--- src/rtl/qsgmii_rx_lane_aligner.sv ---
`default_nettype none
// ============================================================================
// Module   : qsgmii_rx_lane_aligner
// Purpose  : Locks onto the port-0 K28.1 column marker of a 32-bit QSGMII RX
//            lane and rotates bytes so port 0 always lands on byte 0.
// Options  : define QSGMII_ALIGN_STATS_EN to add relock/bad-word counters.
// Revision : 1.0  initial release
// ============================================================================
module qsgmii_rx_lane_aligner #(
    parameter int LOCK_COUNT     = 4,
    parameter int LOSS_THRESH    = 8,
    parameter int TIMEOUT_CYCLES = 4096
) (
    input  logic        rx_clk,
    input  logic        rx_rst_n,
    input  logic        in_valid,
    input  logic [31:0] in_data,
    input  logic [3:0]  in_is_ctl,
    input  logic [3:0]  in_symbol_err,
    input  logic [3:0]  in_disparity_err,
    output logic        out_valid,
    output logic [31:0] out_data,
    output logic [3:0]  out_is_ctl,
    output logic [3:0]  out_symbol_err,
    output logic [3:0]  out_disparity_err,
    output logic        locked,
    output logic [1:0]  offset
`ifdef QSGMII_ALIGN_STATS_EN
    ,
    output logic [15:0] relock_count,
    output logic [15:0] bad_word_count
`endif
);

    localparam int TMR_W = $clog2(TIMEOUT_CYCLES + 1);
    localparam logic [3:0]       c_lock_cnt = LOCK_COUNT[3:0];
    localparam logic [7:0]       c_loss_thr = LOSS_THRESH[7:0];
    localparam logic [TMR_W-1:0] c_timeout  = TIMEOUT_CYCLES[TMR_W-1:0];

    typedef enum logic [1:0] {
        ST_HUNT   = 2'd0,
        ST_VERIFY = 2'd1,
        ST_LOCKED = 2'd2
    } state_t;

    state_t           r_state;
    logic [3:0]       r_match_cnt;
    logic [7:0]       r_err_cnt;
    logic [TMR_W-1:0] r_timer;
    logic [1:0]       r_offset;
    logic             r_locked;
    logic             r_out_valid;
    logic [31:0]      r_prev_data;
    logic [3:0]       r_prev_ctl, r_prev_serr, r_prev_derr;
    logic [31:0]      r_out_data;
    logic [3:0]       r_out_ctl, r_out_serr, r_out_derr;

    logic [3:0]       w_mark;
    logic [2:0]       w_mark_cnt;
    logic [1:0]       w_mark_pos;
    logic [3:0]       w_off_hot;
    logic             w_any_err, w_single, w_good, w_bad;
    logic [7:0]       w_err_inc, w_err_nxt;
    logic [TMR_W-1:0] w_tmr_nxt;
    logic [3:0]       w_match_inc;
    logic             w_drop, w_enter, w_lock_nxt;
    logic [1:0]       w_off_nxt;
    logic [63:0]      w_cat_data;
    logic [7:0]       w_cat_ctl, w_cat_serr, w_cat_derr;

    for (genvar gi = 0; gi < 4; gi++) begin : g_mark
        assign w_mark[gi] = in_is_ctl[gi] && (in_data[8*gi +: 8] == 8'h3C) && !in_symbol_err[gi];
    end

    always_comb begin
        w_mark_pos = 2'd0;
        for (int i = 0; i < 4; i++) begin
            if (w_mark[i]) w_mark_pos = 2'(i);
        end
    end

    assign w_mark_cnt = {2'b00, w_mark[0]} + {2'b00, w_mark[1]} + {2'b00, w_mark[2]} + {2'b00, w_mark[3]};
    assign w_off_hot  = 4'b0001 << r_offset;
    assign w_any_err  = |(in_symbol_err | in_disparity_err);
    assign w_single   = (w_mark_cnt == 3'd1);
    assign w_good     = w_single && (w_mark_pos == r_offset) && !w_any_err;
    assign w_bad      = (|(w_mark & ~w_off_hot)) || (w_mark_cnt > 3'd1) || w_any_err;

    // Loss decisions use the post-update counter values so lock drops on the offending word.
    assign w_err_inc   = (r_err_cnt == 8'hFF) ? r_err_cnt : r_err_cnt + 8'd1;
    assign w_err_nxt   = w_bad ? w_err_inc : (w_good ? 8'd0 : r_err_cnt);
    assign w_tmr_nxt   = w_good ? '0 : r_timer + TMR_W'(1);
    assign w_drop      = (r_state == ST_LOCKED) && ((w_err_nxt == c_loss_thr) || (w_tmr_nxt == c_timeout));
    assign w_match_inc = r_match_cnt + 4'd1;
    assign w_enter     = ((r_state == ST_HUNT) && w_single && (LOCK_COUNT == 1)) ||
                         ((r_state == ST_VERIFY) && w_good && (w_match_inc == c_lock_cnt));
    assign w_lock_nxt  = w_enter || ((r_state == ST_LOCKED) && !w_drop);
    assign w_off_nxt   = ((r_state == ST_HUNT) && w_single) ? w_mark_pos : r_offset;

    assign w_cat_data = {in_data, r_prev_data};
    assign w_cat_ctl  = {in_is_ctl, r_prev_ctl};
    assign w_cat_serr = {in_symbol_err, r_prev_serr};
    assign w_cat_derr = {in_disparity_err, r_prev_derr};

    always_ff @(posedge rx_clk) begin
        if (!rx_rst_n) begin
            r_state     <= ST_HUNT;
            r_match_cnt <= 4'd0;
            r_err_cnt   <= 8'd0;
            r_timer     <= '0;
            r_offset    <= 2'd0;
            r_locked    <= 1'b0;
            r_out_valid <= 1'b0;
            r_prev_data <= 32'd0;
            r_prev_ctl  <= 4'd0;
            r_prev_serr <= 4'd0;
            r_prev_derr <= 4'd0;
            r_out_data  <= 32'd0;
            r_out_ctl   <= 4'd0;
            r_out_serr  <= 4'd0;
            r_out_derr  <= 4'd0;
        end else if (in_valid) begin
            r_prev_data <= in_data;
            r_prev_ctl  <= in_is_ctl;
            r_prev_serr <= in_symbol_err;
            r_prev_derr <= in_disparity_err;
            r_offset    <= w_off_nxt;
            r_locked    <= w_lock_nxt;
            r_out_valid <= w_lock_nxt;
            if (w_lock_nxt) begin
                r_out_data <= w_cat_data[{w_off_nxt, 3'b000} +: 32];
                r_out_ctl  <= w_cat_ctl[w_off_nxt +: 4];
                r_out_serr <= w_cat_serr[w_off_nxt +: 4];
                r_out_derr <= w_cat_derr[w_off_nxt +: 4];
            end
            case (r_state)
                ST_HUNT: begin
                    if (w_single) begin
                        r_match_cnt <= 4'd1;
                        r_err_cnt   <= 8'd0;
                        r_timer     <= '0;
                        r_state     <= (LOCK_COUNT == 1) ? ST_LOCKED : ST_VERIFY;
                    end
                end
                ST_VERIFY: begin
                    if (w_bad) begin
                        r_state <= ST_HUNT;
                    end else if (w_good) begin
                        r_match_cnt <= w_match_inc;
                        if (w_match_inc == c_lock_cnt) begin
                            r_state   <= ST_LOCKED;
                            r_err_cnt <= 8'd0;
                            r_timer   <= '0;
                        end
                    end
                end
                ST_LOCKED: begin
                    if (w_drop) begin
                        r_state   <= ST_HUNT;
                        r_err_cnt <= 8'd0;
                        r_timer   <= '0;
                    end else begin
                        r_err_cnt <= w_err_nxt;
                        r_timer   <= w_tmr_nxt;
                    end
                end
                default: r_state <= ST_HUNT;
            endcase
        end else begin
            r_out_valid <= 1'b0;
        end
    end

    assign out_valid         = r_out_valid;
    assign out_data          = r_out_data;
    assign out_is_ctl        = r_out_ctl;
    assign out_symbol_err    = r_out_serr;
    assign out_disparity_err = r_out_derr;
    assign locked            = r_locked;
    assign offset            = r_offset;

`ifdef QSGMII_ALIGN_STATS_EN
    logic [15:0] r_relock_cnt;
    logic [15:0] r_bad_cnt;
    logic        r_locked_once;

    // The very first lock after reset is acquisition, not a relock.
    always_ff @(posedge rx_clk) begin
        if (!rx_rst_n) begin
            r_relock_cnt  <= 16'd0;
            r_bad_cnt     <= 16'd0;
            r_locked_once <= 1'b0;
        end else if (in_valid) begin
            if (w_enter) begin
                if (r_locked_once && (r_relock_cnt != 16'hFFFF)) r_relock_cnt <= r_relock_cnt + 16'd1;
                r_locked_once <= 1'b1;
            end
            if ((r_state == ST_LOCKED) && w_bad && (r_bad_cnt != 16'hFFFF)) r_bad_cnt <= r_bad_cnt + 16'd1;
        end
    end

    assign relock_count   = r_relock_cnt;
    assign bad_word_count = r_bad_cnt;
`endif

endmodule
`default_nettype wire
--- config.mk ---
export PLATFORM = sky130hd
export DESIGN_NAME = qsgmii_rx_lane_aligner
export DESIGN_NICKNAME = d
export VERILOG_FILES = /design/src/rtl/qsgmii_rx_lane_aligner.sv
export SDC_FILE = /design/constraint.sdc
export NUM_CORES = 1
export LEC_CHECK = 0
export ABC_AREA = 1
export CAP_MARGIN = 25
export CORE_UTILIZATION = 46
export CTS_CLUSTER_DIAMETER = 200
export DETAILED_ROUTE_END_ITERATION = 16
export PLACE_DENSITY = 0.8
export SLEW_MARGIN = 0
export SYNTH_ARGS = -nofsm -noshare
export SYNTH_HDL_FRONTEND = slang
export SYNTH_SLANG_ARGS = --single-unit
--- constraint.sdc ---
create_clock -name rx_clk -period 7.1 [get_ports rx_clk]
set_input_delay 1.775 -clock rx_clk [delete_from_list [all_inputs] [get_ports rx_clk]]
set_output_delay 1.775 -clock rx_clk [all_outputs]
set_load 0.1 [all_outputs]
==> impl_metrics.ini <==
[status]
status = finished clean

[clock_tree]
cts_max_level = 4
cts.sink_count = 119
cts_resized = 0
cts_tree = done
cts-hold-fix-buffers = 0
numCtsBuffers = 17
cts_max_path_buffers = 2
root_buffer = clkbuf_16
path_clk_slew_ns = 0.06
cts_setup_buffers = 0
clk_latency_ns = 0.43

[final_layout]
fill_cells = 1362
area_delta_synth_final_pct = 22.3
drive_gt1_frac = 0.0798
antenna_cells = 0
finish.net_count = 1156
final_cell_mix = nand2_1, nor2_1, o21ai_0, dfxtp_1, a21oi_1
layout_commonest_cell = nand2_1
post-route-util = 0.578

[yosys]
synthAdderAreaFrac = 0.0138
yosysSeqAreaShare = 0.345
yosysTopAreaCell = dfxtp_1
yosys-top-cells-area = dfxtp_1, nand2_1, o21ai_0
synth_compound_area_frac = 0.208
synth_area_mm2 = 0.00690
synth_cells = 1051
yosysWarnings = 0
synth_top_family_by_area = simple AND/OR/NAND/NOR gates
synth.distinct_cells = 42
synthMuxAreaShare = 0
syn_nets = 1105
ys_ff_latch = 119
syn_area_per_cell_um2 = 6.56
synth_xor_xnor_area_share = 0.0178
synth_edf_count = 0
synthFlopType = dfxtp_1
ys_async_sr_fraction = 0
yosys.area_share.simple = 0.318
synthDominantCellAreaShare = 0.345

[detailed_routing]
viasPerCell = 5.50
drc = 0
detail-route-antenna-nets = 0
dr.pass1.iters = 7
avgRoutedWirePerCell_um = 14.9
drt_iter0_drc = 853
via_count = 7149
drt_wl_total_um = 19300

[setup_path]
crit_path_max_incr_delay_ns = 0.54
required_ns = 7.45
crit_arrival_ns = 6.29
r2r_cells = 21
path_cells = clkdlybuf4s50_1, nand2_1, nor2_1, nand3_1, inv_1, fa_1, ha_1, inv_1, ha_1, nor2_1, nand2_1, nor3_1, or2_2, a21boi_4, inv_1, buf_12, o211ai_1, o21ai_0, nand3_1, nand2_1, nor2_1
critPathLaunchType = input pin
crit_type = in2reg
cp_slowest_cell = clkdlybuf4s50_1
end_kind = flip-flop
r2r_slack_ns = 4.14
path_max_fanout = 26

[placement]
place_congestion = 0.908
place_hpwl_um = 13200
io_buffer_count = 94

[sta]
min_period_over_period = 0.836
setup_violations = 0
fin_tns_setup_ns = 0
max_freq_mhz = 168
min_period_ns = 5.94
worstMarginPinSlew_ns = 1.02
clock_skew_ns = 0.0136
slew_viol_final = 0
final-hold-violation-count = 0
relSlewSlack = 0.320
rsz0062_at_grt = false

[run]
drv_cap = 0

[grt]
gr-total-overflow = 0
grt_pass1_wl_um = 31900
grt_pass1_vias = 6312
grt_max_degree = 98
grt_antenna_before_repair = 0
grt_usage = 0.256

[power]
p_per_area_mw_per_mm2 = 211
peakVddDrop_v = 0.000163
p_leak_nw = 3.54

[floorplanning]
core_mm2 = 0.0146
initial_core_util = 0.473
ios = 95
die_y_um = 124
die_x_um = 124
dieArea_mm2 = 0.0155
num_rows = 44

[hold_path]
min_path_cells = 2
hp-class = reg2reg
-- synth_stat cells (all sizes together), types with 2 or more instances --
master	n
xnor2	4
nand4	8
buf	31
o211ai	21
a21oi	105
xor2	10
dfxtp	119
nor3	8
o21bai	2
clkbuf	39
inv	86
a31oi	2
nand3	99
nor2	126
and3	2
ha	6
o22ai	2
nand2	243
o21ai	128
-- critical path, delay by kind of cell --
kind | cells | cell delay [ns]
and+or+nand+nor | 10 | 1.74
buffers and inverters | 5 | 1.41
AOI/OAI and AO/OA | 3 | 0.46
adders and majority gates | 3 | 0.87
-- metal layers --
metal  global-route usage  share of wire  routed length, µm  vias up
li1                     -              -                  -     3576
met1                0.336           0.44               8450     3270
met2                0.401           0.46               8900      267
met3               0.0593          0.075               1440       36
met4                0.106          0.028                539        0
met5                    0              0                  0        -
-- cells by family after synthesis --
family,count (synthesis)
AO/OA/AOI/OAI,267
flip-flops,119
adder cells (fa/ha/maj),7
buffers and inverters,156
AND/OR/NAND/NOR,488
XOR/XNOR,14
-- stage by stage --
| step | total power, mW | cell area, µm² | setup WS, ns | hold WS, ns | std cells |
|---|---|---|---|---|---|
| after floorplan | 0.835 | 6900 | 2.14 | 0.443 | 1051 |
| after global placement | 0.906 | 7830 | 0.977 | 0.455 | 1267 |
| after detailed placement | 0.908 | 7830 | 0.816 | 0.465 | 1267 |
| after CTS | 1.79 | 8430 | 1.22 | 0.473 | 1299 |
| after global routing | 1.85 | 8430 | 0.757 | 0.488 | 1299 |
| final | 1.78 | 8430 | 1.16 | 0.474 | 1299 |
-- flip-flops by register name, indices dropped and copies added (netlist names) --
signal	flops
locked	1
offset	2
out_data	32
out_disparity_err	4
out_is_ctl	4
out_symbol_err	4
out_valid	1
r_err_cnt	8
r_match_cnt	4
r_prev_ctl	4
r_prev_data	32
r_prev_derr	4
r_prev_serr	4
r_state	2
r_timer	13
-- layout make-up --
class                   count  area (µm²)  share of cell area
well taps                 184         230              0.0273
clock buffers              20         457              0.0541
repair buffers            102        1030               0.122
clock inverters            12         151              0.0179
multi-input cells         776        3860               0.458
flip-flops and latches    119        2380               0.282
inverters                  86         323              0.0383
-- power breakdown --
part | internal [mW] | switching [mW] | leakage, nW
Combinational | 0.0682 | 0.130 | 2.27
Clock | 0.568 | 0.316 | 0.296
Sequential | 0.687 | 0.0127 | 0.970
-- final timing paths --
kind,start,to
max reg2reg,r_err_cnt[1],out_data[28]
min,r_prev_data[28],r_prev_data[28]
max,in_data[13],out_data[19]
min reg2reg,r_prev_data[28],r_prev_data[28]
No activity file was read; power rests on OpenSTA's default activity.
